`config.mk`:
```
export PLATFORM = sky130hd
export DESIGN_NAME = cpu_seq_ctrl_flat
export DESIGN_NICKNAME = d
export VERILOG_FILES = /design/src/rtl/cpu_seq_ctrl_if.sv /design/src/rtl/cpu_seq_ctrl.sv /design/src/flat_wrapper.sv
export SDC_FILE = /design/constraint.sdc
export NUM_CORES = 1
export LEC_CHECK = 0
export CORE_MARGIN = 5
export CORE_UTILIZATION = 40
export DETAILED_ROUTE_END_ITERATION = 10
export PLACE_DENSITY = 0.7
export SLEW_MARGIN = 10
export SYNTH_ARGS = -nofsm -noshare
export SYNTH_HDL_FRONTEND = slang
export SYNTH_SLANG_ARGS = --single-unit
```
`constraint.sdc`:
```
create_clock -name clk -period 3.05 [get_ports clk]
set_input_delay 0.7625 -clock clk [delete_from_list [all_inputs] [get_ports clk]]
set_output_delay 0.7625 -clock clk [all_outputs]
set_load 0.05 [all_outputs]
```
`src/rtl/cpu_seq_ctrl_if.sv`:
```
// Sequencer <-> datapath/control-unit bundle.
// Ports: run/opcode/flag_eq/flag_gt flow into the sequencer; the strobes,
//        illegal_op, busy, state and instr_count flow back to the datapath.
// The "master" side is the datapath/bench that drives run, opcode and flags;
// the "slave" side is the sequencer that answers with strobes and status.
interface cpu_seq_ctrl_if;
  // requests into the sequencer
  logic        run;
  logic [4:0]  opcode;
  logic        flag_eq;
  logic        flag_gt;

  // strobes and status out of the sequencer
  logic        imem_ren;
  logic        ir_load;
  logic        flags_wen;
  logic        dmem_ren;
  logic        dmem_wen;
  logic        rf_wen;
  logic        pc_en;
  logic        pc_sel_branch;
  logic        illegal_op;
  logic        busy;
  logic [2:0]  state;
  logic [31:0] instr_count;

  modport master (
    output run, opcode, flag_eq, flag_gt,
    input  imem_ren, ir_load, flags_wen, dmem_ren, dmem_wen, rf_wen,
           pc_en, pc_sel_branch, illegal_op, busy, state, instr_count
  );

  modport slave (
    input  run, opcode, flag_eq, flag_gt,
    output imem_ren, ir_load, flags_wen, dmem_ren, dmem_wen, rf_wen,
           pc_en, pc_sel_branch, illegal_op, busy, state, instr_count
  );
endinterface

```
`src/rtl/cpu_seq_ctrl.sv`:
```
// Multi-cycle instruction sequencer: FETCH, DECODE, EXEC (with mul/div/mod
// stalls), MEM (ld/st only), WB; emits the one-cycle datapath strobes.
// Ports: clk, rst_n (async active-low), bus (cpu_seq_ctrl_if.slave).
module cpu_seq_ctrl #(
  parameter int unsigned MUL_CYCLES = 2,
  parameter int unsigned DIV_CYCLES = 16
) (
  input  logic           clk,
  input  logic           rst_n,
  cpu_seq_ctrl_if.slave  bus
);

  typedef enum logic [2:0] {
    S_IDLE   = 3'd0,
    S_FETCH  = 3'd1,
    S_DECODE = 3'd2,
    S_EXEC   = 3'd3,
    S_MEM    = 3'd4,
    S_WB     = 3'd5
  } state_t;

  localparam logic [4:0] OP_MUL  = 5'd2;
  localparam logic [4:0] OP_DIV  = 5'd3;
  localparam logic [4:0] OP_MOD  = 5'd4;
  localparam logic [4:0] OP_CMP  = 5'd5;
  localparam logic [4:0] OP_NOT  = 5'd8;
  localparam logic [4:0] OP_ASR  = 5'd12;
  localparam logic [4:0] OP_LD   = 5'd14;
  localparam logic [4:0] OP_ST   = 5'd15;
  localparam logic [4:0] OP_BEQ  = 5'd16;
  localparam logic [4:0] OP_BGT  = 5'd17;
  localparam logic [4:0] OP_B    = 5'd18;
  localparam logic [4:0] OP_CALL = 5'd19;
  localparam logic [4:0] OP_RET  = 5'd20;
  localparam logic [4:0] OP_ILL0 = 5'd21;

  localparam logic [5:0] MUL_LAT = 6'(MUL_CYCLES);
  localparam logic [5:0] DIV_LAT = 6'(DIV_CYCLES);

  state_t      state_q;
  logic [5:0]  exec_cnt_q;
  logic [31:0] instr_count_q;

  logic [5:0]  exec_lat;
  logic        exec_last;
  logic        is_mem_op;
  logic        is_illegal;
  logic        writes_rf;
  logic        takes_branch;

  // EXEC latency for the opcode now in IR.
  always_comb begin
    exec_lat = 6'd1;
    case (bus.opcode)
      OP_MUL:         exec_lat = MUL_LAT;
      OP_DIV, OP_MOD: exec_lat = DIV_LAT;
      default:        exec_lat = 6'd1;
    endcase
  end

  // IR is only written at the end of DECODE, so the opcode is not yet valid
  // at the moment EXEC is entered. The counter therefore starts at zero on
  // entry and counts elapsed EXEC cycles; the opcode-derived latency is
  // compared against it from the first EXEC cycle on. The >= keeps a
  // corrupted count from trapping the FSM in EXEC.
  assign exec_last = (exec_cnt_q >= (exec_lat - 6'd1));

  assign is_mem_op  = (bus.opcode == OP_LD) || (bus.opcode == OP_ST);
  assign is_illegal = (bus.opcode >= OP_ILL0);

  // Register-file writers: add..mod, and..asr, ld, call (link register).
  assign writes_rf = (bus.opcode <= OP_MOD) ||
                     ((bus.opcode >= 5'd6) && (bus.opcode <= OP_ASR)) ||
                     (bus.opcode == OP_LD) ||
                     (bus.opcode == OP_CALL);

  assign takes_branch = (bus.opcode == OP_B) ||
                        (bus.opcode == OP_CALL) ||
                        (bus.opcode == OP_RET) ||
                        ((bus.opcode == OP_BEQ) && bus.flag_eq) ||
                        ((bus.opcode == OP_BGT) && bus.flag_gt);

  // Sequencer FSM, EXEC cycle counter and retired-instruction counter.
  always_ff @(posedge clk or negedge rst_n) begin
    if (!rst_n) begin
      state_q       <= S_IDLE;
      exec_cnt_q    <= 6'd0;
      instr_count_q <= 32'd0;
    end else begin
      case (state_q)
        S_IDLE: begin
          if (bus.run) begin
            state_q <= S_FETCH;
          end
        end
        S_FETCH: begin
          state_q <= S_DECODE;
        end
        S_DECODE: begin
          exec_cnt_q <= 6'd0;
          state_q    <= S_EXEC;
        end
        S_EXEC: begin
          if (exec_last) begin
            exec_cnt_q <= 6'd0;
            state_q    <= is_mem_op ? S_MEM : S_WB;
          end else begin
            exec_cnt_q <= exec_cnt_q + 6'd1;
          end
        end
        S_MEM: begin
          state_q <= S_WB;
        end
        S_WB: begin
          // 32-bit add wraps 0xFFFFFFFF -> 0 naturally.
          instr_count_q <= instr_count_q + 32'd1;
          // run is only consulted here and in IDLE, so dropping it
          // mid-instruction lets the current instruction retire.
          state_q       <= bus.run ? S_FETCH : S_IDLE;
        end
        default: begin
          exec_cnt_q <= 6'd0;
          state_q    <= S_IDLE;
        end
      endcase
    end
  end

  // Strobes decode from the registered state plus opcode/flags; run never
  // reaches them combinationally. Each strobe is qualified by a distinct
  // state, which keeps the memory/IR strobes mutually exclusive.
  assign bus.imem_ren      = (state_q == S_FETCH);
  assign bus.ir_load       = (state_q == S_DECODE);
  assign bus.flags_wen     = (state_q == S_EXEC) && exec_last &&
                             (bus.opcode == OP_CMP);
  assign bus.dmem_ren      = (state_q == S_MEM) && (bus.opcode == OP_LD);
  assign bus.dmem_wen      = (state_q == S_MEM) && (bus.opcode == OP_ST);
  // Illegal opcodes retire like nop: PC+4, no register write.
  assign bus.rf_wen        = (state_q == S_WB) && writes_rf;
  assign bus.pc_en         = (state_q == S_WB);
  assign bus.pc_sel_branch = (state_q == S_WB) && takes_branch;
  assign bus.illegal_op    = (state_q == S_WB) && is_illegal;
  assign bus.busy          = (state_q != S_IDLE);
  assign bus.state         = state_q;
  assign bus.instr_count   = instr_count_q;

endmodule

```
`src/flat_wrapper.sv`:
```
// flat-port wrapper written by rule: the top's interface ports become plain ports
module cpu_seq_ctrl_flat 
#(
  parameter int unsigned MUL_CYCLES = 2,
  parameter int unsigned DIV_CYCLES = 16
)
  (clk, rst_n, bus_run, bus_opcode, bus_flag_eq, bus_flag_gt, bus_imem_ren, bus_ir_load, bus_flags_wen, bus_dmem_ren, bus_dmem_wen, bus_rf_wen, bus_pc_en, bus_pc_sel_branch, bus_illegal_op, bus_busy, bus_state, bus_instr_count);
  cpu_seq_ctrl_if bus_i ();
  input  logic clk;
  input  logic rst_n;
  input wire logic [$bits(bus_i.run)-1:0] bus_run;
  input wire logic [$bits(bus_i.opcode)-1:0] bus_opcode;
  input wire logic [$bits(bus_i.flag_eq)-1:0] bus_flag_eq;
  input wire logic [$bits(bus_i.flag_gt)-1:0] bus_flag_gt;
  output wire logic [$bits(bus_i.imem_ren)-1:0] bus_imem_ren;
  output wire logic [$bits(bus_i.ir_load)-1:0] bus_ir_load;
  output wire logic [$bits(bus_i.flags_wen)-1:0] bus_flags_wen;
  output wire logic [$bits(bus_i.dmem_ren)-1:0] bus_dmem_ren;
  output wire logic [$bits(bus_i.dmem_wen)-1:0] bus_dmem_wen;
  output wire logic [$bits(bus_i.rf_wen)-1:0] bus_rf_wen;
  output wire logic [$bits(bus_i.pc_en)-1:0] bus_pc_en;
  output wire logic [$bits(bus_i.pc_sel_branch)-1:0] bus_pc_sel_branch;
  output wire logic [$bits(bus_i.illegal_op)-1:0] bus_illegal_op;
  output wire logic [$bits(bus_i.busy)-1:0] bus_busy;
  output wire logic [$bits(bus_i.state)-1:0] bus_state;
  output wire logic [$bits(bus_i.instr_count)-1:0] bus_instr_count;
  assign bus_i.run = bus_run;
  assign bus_i.opcode = bus_opcode;
  assign bus_i.flag_eq = bus_flag_eq;
  assign bus_i.flag_gt = bus_flag_gt;
  assign bus_imem_ren = bus_i.imem_ren;
  assign bus_ir_load = bus_i.ir_load;
  assign bus_flags_wen = bus_i.flags_wen;
  assign bus_dmem_ren = bus_i.dmem_ren;
  assign bus_dmem_wen = bus_i.dmem_wen;
  assign bus_rf_wen = bus_i.rf_wen;
  assign bus_pc_en = bus_i.pc_en;
  assign bus_pc_sel_branch = bus_i.pc_sel_branch;
  assign bus_illegal_op = bus_i.illegal_op;
  assign bus_busy = bus_i.busy;
  assign bus_state = bus_i.state;
  assign bus_instr_count = bus_i.instr_count;
  cpu_seq_ctrl #(.MUL_CYCLES(MUL_CYCLES), .DIV_CYCLES(DIV_CYCLES)) u_core (.clk(clk), .rst_n(rst_n), .bus(bus_i));
endmodule
```
==> results of run 1 <==
## per-stage QoR
step                util [%]  area [um^2]  hold WS (ns)  setup TNS [ns]
global placement        54.6         2950         0.460           -2.03
floorplan                  -         2210         0.467               0
CTS                     58.7         3170         0.478          -0.192
detailed placement      54.6         2950         0.468           -3.19
global route            58.8         3180         0.504          -0.816
finish                  58.8         3180         0.471          -0.170
## power by group through the flow
stage               Combinational, W  Clock [W]  Sequential [W]
detailed placement          0.000665          0        0.000697
global placement            0.000662          0        0.000695
finish                      0.000688   0.000447        0.000688
floorplan                   0.000328          0        0.000796
global route                0.000745   0.000481        0.000704
CTS                         0.000688   0.000458        0.000688
## how the worst max path moves through the flow
stage | endpoint | cells after the start | slack, ns
after floorplan | bus_flags_wen | 8 | 0.01
after global placement | bus_flags_wen | 10 | -0.54
after detailed placement | bus_flags_wen | 10 | -0.60
after CTS | bus_flags_wen | 10 | -0.19
after global routing | bus_flags_wen | 10 | -0.24
final | bus_flags_wen | 11 | -0.17
## registers in the layout (all words and copies together) (netlist names)
signal                  count
u_core.bus.instr_count     32
u_core.exec_cnt_q           6
u_core.bus.state            3
## per-layer routing
| metal | vias up | share of wire (%) | track usage (%) |
|---|---|---|---|
| met3 | 10 | 7.0 | 4.44 |
| met5 | - | 0 | 0 |
| met1 | 855 | 44 | 18.6 |
| met2 | 54 | 48 | 24.7 |
| met4 | 0 | 1.7 | 5.70 |
| li1 | 912 | - | - |
## critical path: stages
cell	delay (ns)
buf_6	0.09
nand2b_4	0.14
nor2_4	0.10
nor2_1	0.06
nor3_1	0.19
ha_1	0.27
nand2b_1	0.16
a21oi_2	0.21
o221ai_2	0.13
and3_4	0.19
buf_12	0.14
## layout make-up
class,count,share of cell area (%)
clock inverter,1,0.945
multi-input combinational,166,37.9
inverter,8,0.945
timing repair buffer,71,22.4
tap,72,2.83
clock buffer,7,2.72
sequential,41,32.3
## what timing repair did
item,in CTS,in global routing
buffers inserted,7,0
pin swaps,6,4
resized for setup,26,1
hold buffers,0,0
cloned,0,0
setup endpoints to repair,5,10
hold endpoints to repair,0,0
## cell usage in the layout (no fill, tap or decap), types with 7 or more instances in the layout
master	Yosys	final
nor2_1	12	11
xnor2_1	26	26
a21oi_1	11	8
nand3_1	16	16
xor2_1	7	7
dfrtp_1	41	41
nand2_1	24	24
inv_1	7	7
nand4_1	7	7
buf_4	0	17
clkdlybuf4s50_1	0	42
## cell families after synthesis
kind of cell,count (synthesis)
simple gates,98
other cells,1
fa+ha+maj,8
flops,41
xor+xnor,33
mux,1
compound gates,24
buf+inv,12
==> out/metrics.yaml, run 1 <==
status:
  status: "complete, but fails checks"
  failed_checks: "negative setup slack"
worst_setup_path:
  rr_endpoint: "u_core.bus.state[2]"
  cp-start-kind: "input port"
  rrSetupSlack_ns: 0.74
  arrival_ns: 2.46
  required_ns: 2.29
  endpoint_kind: "output port"
  r2r_cells: 11
  path_class: "in2out"
  r2r_start: "u_core.exec_cnt_q[4]"
  cp_max_fo: 3
  crit_start: "bus_opcode[1]"
sta:
  slew_headroom_pct: 41.2
  final_max_slew_viol_count: 0
  worstMarginPinSlew_ns: 0.882
  rsz0062_at_grt: "true"
  setup_viol: 1
  hold_viol: 0
  post-route-period-util_pct: 106
  min_period_ns: 3.22
  fin_ws_ns: -0.170
  timing.fmax_ghz: 0.311
  finClkSkew_ns: 0.00262
floorplanning:
  initial_core_util_pct: 40.6
  die-area_um2: 7070
  boundaryPins: 55
  die_height_um: 84.1
  rows: 27
  core_area_um2: 5410
  die_width_um: 84.1
pwr:
  share_comb_of_total_power_pct: 37.7
  p_clk_share_pct: 24.5
  powerDensity_nw_per_um2: 573
  internal_power_w: 0.00112
  switching_share_pct: 38.3
  total_power_w: 0.00182
  ir_drop_uv: 561
  seqPwrFrac_pct: 37.7
  p_leak_nw: 1.41
  power.switching_w: 0.000698
global_routing:
  grt_pass1_wl_um: 8810
  grt_usage_pct: 15.1
  grt_max_degree: 42
  grt_pass1_vias: 1887
  antenna_found_initial: 0
  gr-total-overflow: 0
logic_synthesis:
  synth-warning-count: 0
  yosys.area.top_type: "dfrtp_1"
  muxShareOfSynthArea_pct: 0.456
  syn_area_um2: 2200
  synth_cell_types: 44
  synth-simple-area-share_pct: 26.3
  synthTopCellsByCount: "dfrtp_1, xnor2_1, nand2_1"
  synth-edff-count: 0
  async_reset_ff_share_pct: 100
  synth-seq-cells: 41
  yosys-top-cells-area: "dfrtp_1, xnor2_1, ha_1"
  yosysMostFrequentCell: "dfrtp_1"
  syn_inst: 218
  syn_area_per_cell_um2: 10.1
  synth_top_area_share_pct: 46.7
  synth.yosys.seq_area_share_pct: 46.7
  synth_compound_area_share_pct: 6.50
  post_synth_fa_ha_maj_area_fraction_pct: 4.56
  synth-xor-area-share_pct: 13.2
  synth_top_family_by_area: "simple AND/OR/NAND/NOR gates"
  synth-main-ff-cell: "dfrtp_1"
flow_run:
  drv_cap: 0
final_layout:
  final_layout_size_suffix_gt1_share_pct: 19.4
  multi_input_area_um2: 1200
  final_net_count: 311
  n_fill_cell: 478
  seq_area_um2: 1030
  stdcell_count: 366
  syn_to_final_growth_pct: 44.8
  diodes: 0
clock_tree:
  clk_pin_slew_worst_paths_ns: 0.07
  cts-root-buf: "clkbuf_8"
  htreeDepth: 2
  cts_sinks: 41
  cts_made_buffers: 5
  cts_tree: "built"
  cts_buffer_depth: 2
  insertion_delay_ns: 0.29
place:
  hpwlAfterDp_um: 3700
  gp_congestion: 0.772
  portBuffers: 54
  dpl_worst_slack_ns: -0.600
  dp.cells: 351
route:
  antenna_left: 0
  drc: 0
  routed_via_density: 5.00
  drt_first_pass_iters: 4
  drt-wirelength-per-cell_um: 13.6
  num_vias: 1831
  drtIter0Drc: 22
  totalWireLength_um: 4990
min_path:
  holdPathEnd: "u_core.bus.instr_count[31]"
  min_from: "u_core.bus.instr_count[31]"
  hp-class: "reg2reg"
  whs_path_depth: 1
Note: power is estimated with default switching activity, not from simulation.
==> run 2: changes to the inputs <==
Settings changed: HOLD_SLACK_MARGIN set to 0.05.
==> results of run 2 <==
Same layout as run 1: the final DEF is identical, and so are final timing and power.
